[src/rtl/reg_group_reader.sv]
// reg_group_reader
//   Read-side companion to a COUNT x WIDTH register bank. Accepts a read
//   request and returns register contents on a registered valid/ready stream.
//   Two request kinds are supported:
//     - single read : one-hot SEL picks a register. A zero or multi-hot SEL
//                     returns one error word.
//     - scan read   : SCAN=1 returns every register in index order. The final
//                     word carries dout_last.
//   Each word is sampled from R on the edge that loads it into dout. A scan
//   therefore follows register writes that happen while it is running.
//
// Ports
//   clk        rising-edge clock
//   rst        synchronous reset, active-high
//   R          live register bank contents, [COUNT-1:0][WIDTH-1:0]
//   SEL        one-hot select for a single read (sampled on accept)
//   SCAN       1 = scan read of all registers (sampled on accept)
//   req_valid  request present
//   req_ready  block can accept a request (registered, high in IDLE)
//   dout       returned register value
//   dout_idx   index of the returned register
//   dout_last  final word of the current response
//   dout_err   select was zero or multi-hot
//   out_valid  output word valid
//   out_ready  consumer accepts the word
module reg_group_reader #(
  parameter int WIDTH = 16,
  parameter int COUNT = 3
) (
  input  logic                         clk,
  input  logic                         rst,
  input  logic [COUNT-1:0][WIDTH-1:0]  R,
  input  logic [COUNT-1:0]             SEL,
  input  logic                         SCAN,
  input  logic                         req_valid,
  output logic                         req_ready,
  output logic [WIDTH-1:0]             dout,
  output logic [((COUNT > 1) ? $clog2(COUNT) : 1)-1:0] dout_idx,
  output logic                         dout_last,
  output logic                         dout_err,
  output logic                         out_valid,
  input  logic                         out_ready
);

  localparam int IDXW = (COUNT > 1) ? $clog2(COUNT) : 1;
  localparam logic [IDXW-1:0] LAST_IDX = IDXW'(COUNT - 1);

  typedef enum logic [1:0] {
    IDLE     = 2'd0,
    SINGLE   = 2'd1,
    SCAN_RUN = 2'd2
  } state_t;

  state_t            state, state_nxt;
  logic              vld_nxt;
  logic              rdy_nxt;
  logic [WIDTH-1:0]  dout_nxt;
  logic [IDXW-1:0]   idx_nxt;
  logic              last_nxt;
  logic              err_nxt;
  logic [IDXW-1:0]   scan_idx_inc;

  // True when exactly one select bit is set.
  function automatic logic sel_is_onehot(input logic [COUNT-1:0] s);
    int n;
    n = 0;
    for (int i = 0; i < COUNT; i++) begin
      n += int'(s[i]);
    end
    return (n == 1);
  endfunction

  // Position of the set bit; only meaningful when sel_is_onehot(s).
  function automatic logic [IDXW-1:0] sel_index(input logic [COUNT-1:0] s);
    logic [IDXW-1:0] k;
    k = '0;
    for (int i = 0; i < COUNT; i++) begin
      if (s[i]) begin
        k = IDXW'(i);
      end
    end
    return k;
  endfunction

  // dout_idx doubles as the scan counter. It only increments while below
  // LAST_IDX, so it never wraps.
  assign scan_idx_inc = dout_idx + 1'b1;

  always_comb begin
    state_nxt = state;
    vld_nxt   = out_valid;
    dout_nxt  = dout;
    idx_nxt   = dout_idx;
    last_nxt  = dout_last;
    err_nxt   = dout_err;

    case (state)
      IDLE: begin
        if (req_valid) begin
          vld_nxt = 1'b1;
          if (SCAN) begin
            state_nxt = SCAN_RUN;
            dout_nxt  = R[0];
            idx_nxt   = '0;
            last_nxt  = (COUNT == 1);
            err_nxt   = 1'b0;
          end else if (sel_is_onehot(SEL)) begin
            state_nxt = SINGLE;
            dout_nxt  = R[sel_index(SEL)];
            idx_nxt   = sel_index(SEL);
            last_nxt  = 1'b1;
            err_nxt   = 1'b0;
          end else begin
            state_nxt = SINGLE;
            dout_nxt  = '0;
            idx_nxt   = '0;
            last_nxt  = 1'b1;
            err_nxt   = 1'b1;
          end
        end
      end
      SINGLE: begin
        if (out_ready) begin
          vld_nxt   = 1'b0;
          state_nxt = IDLE;
        end
      end
      SCAN_RUN: begin
        if (out_ready) begin
          if (dout_idx == LAST_IDX) begin
            vld_nxt   = 1'b0;
            state_nxt = IDLE;
          end else begin
            dout_nxt  = R[scan_idx_inc];
            idx_nxt   = scan_idx_inc;
            last_nxt  = (scan_idx_inc == LAST_IDX);
          end
        end
      end
      default: begin
        vld_nxt   = 1'b0;
        state_nxt = IDLE;
      end
    endcase

    rdy_nxt = (state_nxt == IDLE);
  end

  // Output register stage: every output is a flop.
  always_ff @(posedge clk) begin
    if (rst) begin
      state     <= IDLE;
      req_ready <= 1'b1;
      out_valid <= 1'b0;
      dout      <= '0;
      dout_idx  <= '0;
      dout_last <= 1'b0;
      dout_err  <= 1'b0;
    end else begin
      state     <= state_nxt;
      req_ready <= rdy_nxt;
      out_valid <= vld_nxt;
      dout      <= dout_nxt;
      dout_idx  <= idx_nxt;
      dout_last <= last_nxt;
      dout_err  <= err_nxt;
    end
  end

endmodule

[config.mk]
export PLATFORM = sky130hd
export DESIGN_NAME = reg_group_reader
export DESIGN_NICKNAME = d
export VERILOG_FILES = /design/src/rtl/reg_group_reader.sv
export SDC_FILE = /design/constraint.sdc
export NUM_CORES = 1
export LEC_CHECK = 0
export ABC_AREA = 1
export CAP_MARGIN = 20
export CORE_UTILIZATION = 51
export DETAILED_ROUTE_END_ITERATION = 12
export PLACE_DENSITY = 0.9
export SYNTH_ARGS = -nofsm -noshare
export SYNTH_HDL_FRONTEND = slang
export SYNTH_SLANG_ARGS = --single-unit
[constraint.sdc]
create_clock -name clk -period 3.1 [get_ports clk]
set_input_delay 0.62 -clock clk [delete_from_list [all_inputs] [get_ports clk]]
set_output_delay 0.62 -clock clk [all_outputs]
set_load 0.05 [all_outputs]
== Word-level counts from Yosys, hierarchy flattened ==
Cells that the tools add are included.

* Bits of input ports: 56
* Output and inout port bits: 22
* Word-level logic and storage cells: 68
* Register bits: 24

* Add/sub/neg operators: 3
* Reductions and logical operators: 6
* $lt $le $gt $ge: 2
* Muxes and demuxes: 40
* Equality and inequality tests: 10

{| class="wikitable"
|+ Operators with widths
! operator !! number
|-
| $mux 16 || 7
|-
| $bmux 16 s2 || 2
|-
| $pmux 16 s2 || 1
|-
| $mux 2 || 15
|-
| $mux 1 || 11
|-
| $ne 2x2->1 const B || 5
|-
| $reduce_and 4->1 || 2
|-
| $eq 2x2->1 const B || 3
|-
| $lt 2x3->1 const B || 2
|-
| $pmux 2 s3 || 1
|-
| $logic_not 2->1 || 2
|-
| $pmux 2 s2 || 1
|-
| $add 2x1->3 || 1
|-
| $eq 3x1->1 const B || 1
|-
| $pmux 1 s3 || 1
|-
| $add 1x1->2 || 1
|-
| $add 2x1->2 const B || 1
|-
| $eq 2x1->1 const B || 1
|-
| $pmux 1 s2 || 1
|-
| $reduce_and 2->1 || 1
|-
| $reduce_bool 2->1 || 1
|}

== Longest topological paths before layout ==
Gate-level depths: netlist of the first run.

* Depth after elaboration: 13
* Depth in mapped cells: 13
* Gate-level depth less buffers: 9

== Worst setup path before layout of the first run ==
No wires, ideal clock.

* Path type: reg2reg
* Start: reg dout_idx[0] (netlist bit)
* End: reg dout[0]
* Data required time: 2968 ps
* Cell stages (with the launch flop): 14
* Period minus slack after synthesis: 2155 ps
* Path buffers: 4
* Arrival time: 2023 ps
* Path slack: 945 ps
* Setup time: 132 ps
* Cells stage by stage: dfxtp_1 buf_4 inv_2 buf_4 ha_1 buf_2 buf_2 nor2_1 nor2_1 nand2_1 nand2_1 clkinv_1 nand2_1 a21oi_1

* Longest elaborated chain between the ends: 6
* Elaborated cells between the ends (all ways): 9
* Those cells by class: add/sub (1); eq/ne (2); mux (5); reduce/logical (1)

{| class="wikitable"
|+ Ends and longest elaborated chain
! item !! line !! text
|-
| start: declaration || 38 || <nowiki>output logic [((COUNT > 1) ? $clog2(COUNT) : 1)-1:0] dout_idx,</nowiki>
|-
| start signal: assignment || 164 || <nowiki>dout_idx <= idx_nxt;</nowiki>
|-
| $add 2x1->2 || 87 || <nowiki>assign scan_idx_inc = dout_idx + 1'b1;</nowiki>
|-
| $bmux 16 s2 || 134 || <nowiki>dout_nxt = R[scan_idx_inc];</nowiki>
|-
| $mux 16 (implied by the code) || 134 ||
|-
| $mux 16 || 130 || <nowiki>if (dout_idx == LAST_IDX) begin</nowiki>
|-
| $mux 16 || 129 || <nowiki>if (out_ready) begin</nowiki>
|-
| $pmux 16 s2 || 97 || <nowiki>case (state)</nowiki>
|-
| end signal: assignment || 163 || <nowiki>dout <= dout_nxt;</nowiki>
|-
| end: declaration || 37 || <nowiki>output logic [WIDTH-1:0] dout,</nowiki>
|}

Several ways; a longest one is shown, not always the timed one. The select of a mux whose other input is x is not followed.
A chain may end at the register's enable or synchronous reset.

== Worst setup path in the final report of the first run ==
* Start: reg dout_idx[0] (netlist bit)
* End: reg dout_idx[0] (netlist bit)

* Longest elaborated chain between the ends: 4
* Elaborated cells between the ends (all ways): 7
* Those cells by class: add/sub (1); eq/ne (2); mux (3); reduce/logical (1)

{| class="wikitable"
|+ Ends and longest elaborated chain
! item !! line
|-
| $add 2x1->2 || 87
|-
| $mux 2 || 130
|-
| $mux 2 || 129
|-
| $pmux 2 s2 || 97
|}

Several ways; a longest one is shown, not always the timed one. The select of a mux whose other input is x is not followed.

==> metrics.csv, run 1 <==
metric;value;unit
status;completed;
WL/cell;13.65;um
WL final;7561;um
register area;480.5;um^2
CP Capture Type;flop;
critical path arrival;2.54;ns
most frequent cells in the layout;158 x nand2_1, 77 x clkdlybuf4s50_1, 69 x nand3_1, 44 x inv_1, 37 x nor2_1;
CTS buffer count;3;
layout cells sized above 1;6.773;%
initial antenna violation count;0;
drt via density;5.453;
deepest clock path buffer count;2;
Syn. warnings;0;
Maximum Capacitance Violations;0;
Yosys cell types;23;
post-detail-place hpwl;5112;um
clk_lat worst skew;0.27;ns
H-tree levels;1;
pwr dens;354.3;mW/mm^2
Post-Synthesis Cells;442;
hold_sp;dout_err;
Reg power frac;31.9;%
Multi-input gate area;0.001478;mm^2
synthesized flop and latch total;24;
Clock Pin Slew Worst Setup and Hold Paths;0.08;ns
detailed-route DRC error count;0;
P&R area growth vs syn;31.77;%
RSZ-0062 raised after global routing;no;
reg2reg start;dout_idx[0];
filler instances;415;
commonest non-fill, non-tap cell in the layout;nand2_1;
CP Data Required Time;3.26;ns
simple-gate share of the synthesized area;51.39;%
Clock Skews;0.005502;ns
Mapped Avg Cell Area;5.381;um^2
GP Congestion;0.8309;
XOR/XNOR Fraction of Synth Area;0;%
met3 wire len;676;um
Worst Hold Class;flop to flop;
wl on met1;3110;um
Root Driver;clkbuf_8;
largest family of logic cells by synthesized area;simple AND/OR/NAND/NOR gates;
type of origin of the critical path;flop;
vias in the first global route;2801;
Die Width;70.29;um
Lkg Pwr;1.474;nW
initial core utilization;53.88;%
Setup CP Type;flop to flop;
top post-synthesis cells by area;nand2_1 25%, dfxtp_1 20%, nand3_1 15%;
clock sink total;24;
met2 routed WL;3709;um
CP Launch Point;dout_idx[0];
Die Y;70.29;um
post-cts sizing count;0;
mapped cell area;0.002379;mm^2
area of the core;0.004414;mm^2
Logic pwr share;48.3;%
complex-gate fraction of the synthesized area;8.837;%
Setup TNS Final;0;ns
Hold Fails Final Rpt;0;
critical path peak fanout;21;
final setup violation count;0;
Yosys top cell by area;nand2_1;
Std-Cell Rows;24;
Max Used Layer;met4;
io pins;78;
Pre-Repair DR Iteration Count;7;
clock share of power;19.7;%
vias after detailed routing;3021;
die area;0.004941;mm^2
Synthesized Nets;501;
grt ovf;0;
measured slew at the worst slew-check pin;0.8148;ns
CTS tree;built;
Final Slew Violations;0;
reg2reg setup slack;0.72;ns
Final Net Count;562;
Switching Fraction;41.02;%
adder-cell share of the synthesized area;1.894;%
Final ANT Viol Nets;0;
CTS Hold Bufs;0;
post-synthesis sequential area ratio;20.20;%
post-synthesis mux area share;0;%
Final Worst Setup Slack;0.7192;ns
top cell type's share of synthesized area;24.93;%
VDD IR max;0.2503;mV
Final period util;76.80;%
dpl ws;0.4793;ns
First DRT Iteration DRCs;319;
Max Clk Rate;0.4200;GHz
internal power;654.9;uW
PortBufs;77;
Finished Core Util;71.00;%
total track usage;31.70;%
fin crit period;2.381;ns
# Post-CTS Setup Buffers;0;
ANT cells;0;
first-pass GRT wire length;12770;um
largest net degree at the start of global routing;34;
total net switching power;455.5;uW
Max-slew headroom;45.51;%
-- flip-flops by register name, indices dropped and copies added, names as in the netlist --
register   flops
dout_last      1
req_ready      1
dout_err       1
dout          16
out_valid      1
state          2
dout_idx       2
-- cell families after synthesis --
group,after synthesis
fa+ha+maj,3
compound gates,41
simple gates,284
flops,24
buf+inv,90
-- Yosys cell counts --
library cell,instances
nand2_1,158
nand3_1,69
inv_1,44
nor2_1,37
a21oi_1,36
dfxtp_1,24
or2_2,16
clkinv_1,14
buf_2,9
buf_4,9
buf_6,5
clkbuf_1,4
inv_2,4
o21ai_0,3
ha_1,2
buf_1,1
fa_1,1
nand2_2,1
nand4_4,1
nor2_4,1
nor4_1,1
o211a_1,1
o21ai_1,1
-- path summary, 6_finish.rpt --
path / to / depth (start not counted)
worst min register to register: dout_err / 2
worst max-delay path: dout_idx[0] / 9
worst max register to register: dout_idx[0] / 9
worst min-delay path: dout_err / 2
-- through the flow --
| stage | hold WS [ns] | instance area [um^2] | total power [mW] | cells |
|---|---|---|---|---|
| floorplan | 0.4975 | 2379 | 0.7161 | 442 |
| global placement | 0.4557 | 3079 | 0.8797 | 550 |
| detailed placement | 0.4575 | 3079 | 0.8907 | 550 |
| CTS | 0.4710 | 3134 | 1.108 | 554 |
| global route | 0.5087 | 3134 | 1.177 | 554 |
| finish | 0.4716 | 3134 | 1.110 | 554 |
-- layout make-up --
cell class | instances | area share [%]
clock buffers | 4 | 1.756
inverters | 62 | 7.425
multi-input cells | 328 | 47.15
flip-flops and latches | 24 | 15.33
well taps | 52 | 2.076
repair buffers | 84 | 26.27
-- critical path: stages, from the launching register on --
cell,delay [ns]
dfxtp_1,0.35
buf_4,0.23
inv_2,0.20
ha_1,0.25
inv_1,0.10
nand4_4,0.28
nand2_2,0.48
o21ai_0,0.16
nor2_1,0.15
nor2_1,0.06
-- per-layer routing --
| metal | vias to the layer above | GRT usage [%] |
|---|---|---|
| met5 | - | 0 |
| met4 | 0 | 8.222 |
| met3 | 14 | 4.473 |
| met2 | 153 | 56.93 |
| met1 | 1375 | 39.15 |
| li1 | 1479 | - |
-- power groups by stage --
stage | logic (mW) | registers (mW) | clock network (mW)
after floorplan | 0.274 | 0.442 | 0
after global placement | 0.520 | 0.360 | 0
after detailed placement | 0.530 | 0.361 | 0
after CTS | 0.533 | 0.354 | 0.221
after global routing | 0.585 | 0.358 | 0.234
final | 0.537 | 0.355 | 0.219
No activity file was read; power rests on OpenSTA's default activity.
==> inputs of run 2 (changes only) <==
--- a/config.mk
+++ b/config.mk
@@ -7,9 +7,9 @@
 export LEC_CHECK = 0
 export ABC_AREA = 1
 export CAP_MARGIN = 20
-export CORE_UTILIZATION = 51
+export CORE_UTILIZATION = 42
 export DETAILED_ROUTE_END_ITERATION = 12
-export PLACE_DENSITY = 0.9
+export PLACE_DENSITY = 0.79
 export SYNTH_ARGS = -nofsm -noshare
 export SYNTH_HDL_FRONTEND = slang
 export SYNTH_SLANG_ARGS = --single-unit
==> constraint.sdc (replaced) <==
create_clock -name clk -period 2 [get_ports clk]
set_input_delay 0.4 -clock clk [delete_from_list [all_inputs] [get_ports clk]]
set_output_delay 0.4 -clock clk [all_outputs]
set_load 0.05 [all_outputs]
==> metrics.csv, run 2 (synthesis results as in run 1) <==
metric;value;unit
status;completed;
largest net degree at the start of global routing;37;
H-tree levels;1;
Root Driver;clkbuf_8;
First DRT Iteration DRCs;313;
final setup violation count;0;
VDD IR max;0.3159;mV
WL final;7841;um
Hold Fails Final Rpt;0;
reg2reg end;dout[14];
ANT cells;0;
WL/cell;13.40;um
post-detail-place hpwl;5364;um
cell breakdown of the critical path;clkdlybuf4s50_1;
vias in the first global route;2744;
Max Clk Rate;0.5246;GHz
# Post-CTS Setup Buffers;0;
CTS buffer count;3;
clock sink total;24;
Worst Hold Class;flop to flop;
pwr dens;560.7;mW/mm^2
detailed-route DRC error count;0;
Worst Path Buf+Inv;1;
CTS Hold Bufs;0;
reg2reg start;dout_idx[0];
post-route cell area;0.003326;mm^2
most frequent cells in the layout;157 x nand2_1, 73 x clkdlybuf4s50_1, 69 x nand3_1, 44 x inv_1, 37 x nor2_1;
io pins;78;
Maximum Capacitance Violations;0;
PortBufs;77;
CTS tree;built;
layout cells sized above 1;9.357;%
R2R cell count;10;
Setup CP Type;flop to primary output;
WHS Path Cells;2;
measured slew at the worst slew-check pin;0.5114;ns
critical path peak fanout;2;
CP Capture Type;primary output;
Final Slew Violations;0;
filler instances;523;
initial antenna violation count;0;
WHS;0.4788;ns
dpl ws;-0.2222;ns
Final ANT Viol Nets;0;
initial core utilization;43.46;%
vias after detailed routing;3045;
Pre-Repair DR Iteration Count;5;
placed insts;580;
GP Congestion;0.8456;
RSZ-0062 raised after global routing;no;
deepest clock path buffer count;2;
grt ovf;0;
Clock Pin Slew Worst Setup and Hold Paths;0.09;ns
largest registers;dout (16), dout_idx (2), state (2);
fin crit period;1.906;ns
Final Net Count;573;
Hold Crit Endpoint;dout_err;
Setup TNS Final;0;ns
Lkg Pwr;1.580;nW
CP Data Required Time;1.60;ns
non-filler cells, final;585;
clk_lat worst skew;0.27;ns
Max-slew headroom;65.80;%
cell family with most CP delay;buffers and inverters;
commonest non-fill, non-tap cell in the layout;nand2_1;
type of origin of the critical path;flop;
area of the core;0.005473;mm^2
drt via density;5.205;
Clock Skews;0.004996;ns
Top reg by flops;dout;
Worst path max stage delay;0.83;ns
Std-Cell Rows;27;
max reg flops;16;
P&R area growth vs syn;39.82;%
critical path arrival;1.51;ns
Final Worst Setup Slack;0.09366;ns
Die Width;77.26;um
die area;0.005968;mm^2
hold_sp;dout_err;
reg2reg setup slack;0.41;ns
Final period util;95.32;%
CP max-delay cell;clkdlybuf4s50_1;
first-pass GRT wire length;12520;um
total track usage;25.61;%
Die Y;77.26;um
Placed Area;0.003216;mm^2
-- run 2: through the flow --
| step | total power, mW | utilization, % |
|---|---|---|
| 3_3_place_gp | 1.406 | 58.76 |
| 5_1_grt | 1.971 | 60.77 |
| 4_1_cts | 1.853 | 60.06 |
| 3_5_place_dp | 1.418 | 58.76 |
| 6_report | 1.865 | 60.77 |
| 2_1_floorplan | 1.110 | - |
-- run 2: area by class of cell --
type	instances	area, um^2	area share [%]
clock inverter	1	30.03	0.9029
inverter	62	232.7	6.998
clock buffer	3	41.29	1.242
tap	72	90.09	2.709
sequential	24	481.7	14.48
timing repair buffer	95	969.7	29.16
multi-input combinational	328	1480	44.51
-- run 2: worst max path at each step --
stage	from	end	slack, ns	cells past startpoint
detailed placement	SEL[2]	dout[11]	-0.22	9
finish	dout[15]	dout[15]	0.09	1
CTS	SEL[2]	dout[11]	0.04	9
floorplan	dout_idx[0]	dout[10]	0.03	13
global placement	SEL[2]	dout[13]	-0.22	9
global route	dout[9]	dout[9]	0.07	1
-- run 2: layer usage --
layer | track usage, % | vias to the layer above | routed length (um)
li1 | - | 1503 | -
met2 | 43.36 | 170 | 3636
met1 | 32.56 | 1356 | 3335
met3 | 4.762 | 16 | 709
met5 | 0 | - | 0
met4 | 7.925 | 0 | 159
-- run 2: worst register-to-register path, cell delays in order (launching register included) --
cell and delay, ns:
dfxtp_2 0.34, inv_2 0.04, ha_1 0.26, buf_4 0.32, nor2_1 0.11, nor2_1 0.11, nand2_1 0.06, nand2_1 0.06
clkinv_1 0.06, nand2_1 0.06, a21oi_1 0.06
-- run 2: power by group --
part           leakage [nW]  internal, mW  switching [mW]  total (mW)
Clock                0.0357         0.268           0.167       0.435
Sequential            0.197         0.520          0.0297       0.549
Combinational          1.35         0.359           0.522       0.881
Total                  1.58          1.15           0.718        1.86
-- run 2: what timing repair did --
item,in CTS,in global routing
hold endpoints to repair,0,0
setup endpoints to repair,0,16
resized for setup,0,5
==> inputs of run 3 (changes only) <==
--- a/config.mk
+++ b/config.mk
@@ -6,7 +6,6 @@
 export NUM_CORES = 1
 export LEC_CHECK = 0
 export ABC_AREA = 1
-export CAP_MARGIN = 20
 export CORE_UTILIZATION = 42
 export DETAILED_ROUTE_END_ITERATION = 12
 export PLACE_DENSITY = 0.79
==> results of run 3 <==
Same layout as run 2: the final DEF is identical, and so are final timing and power.
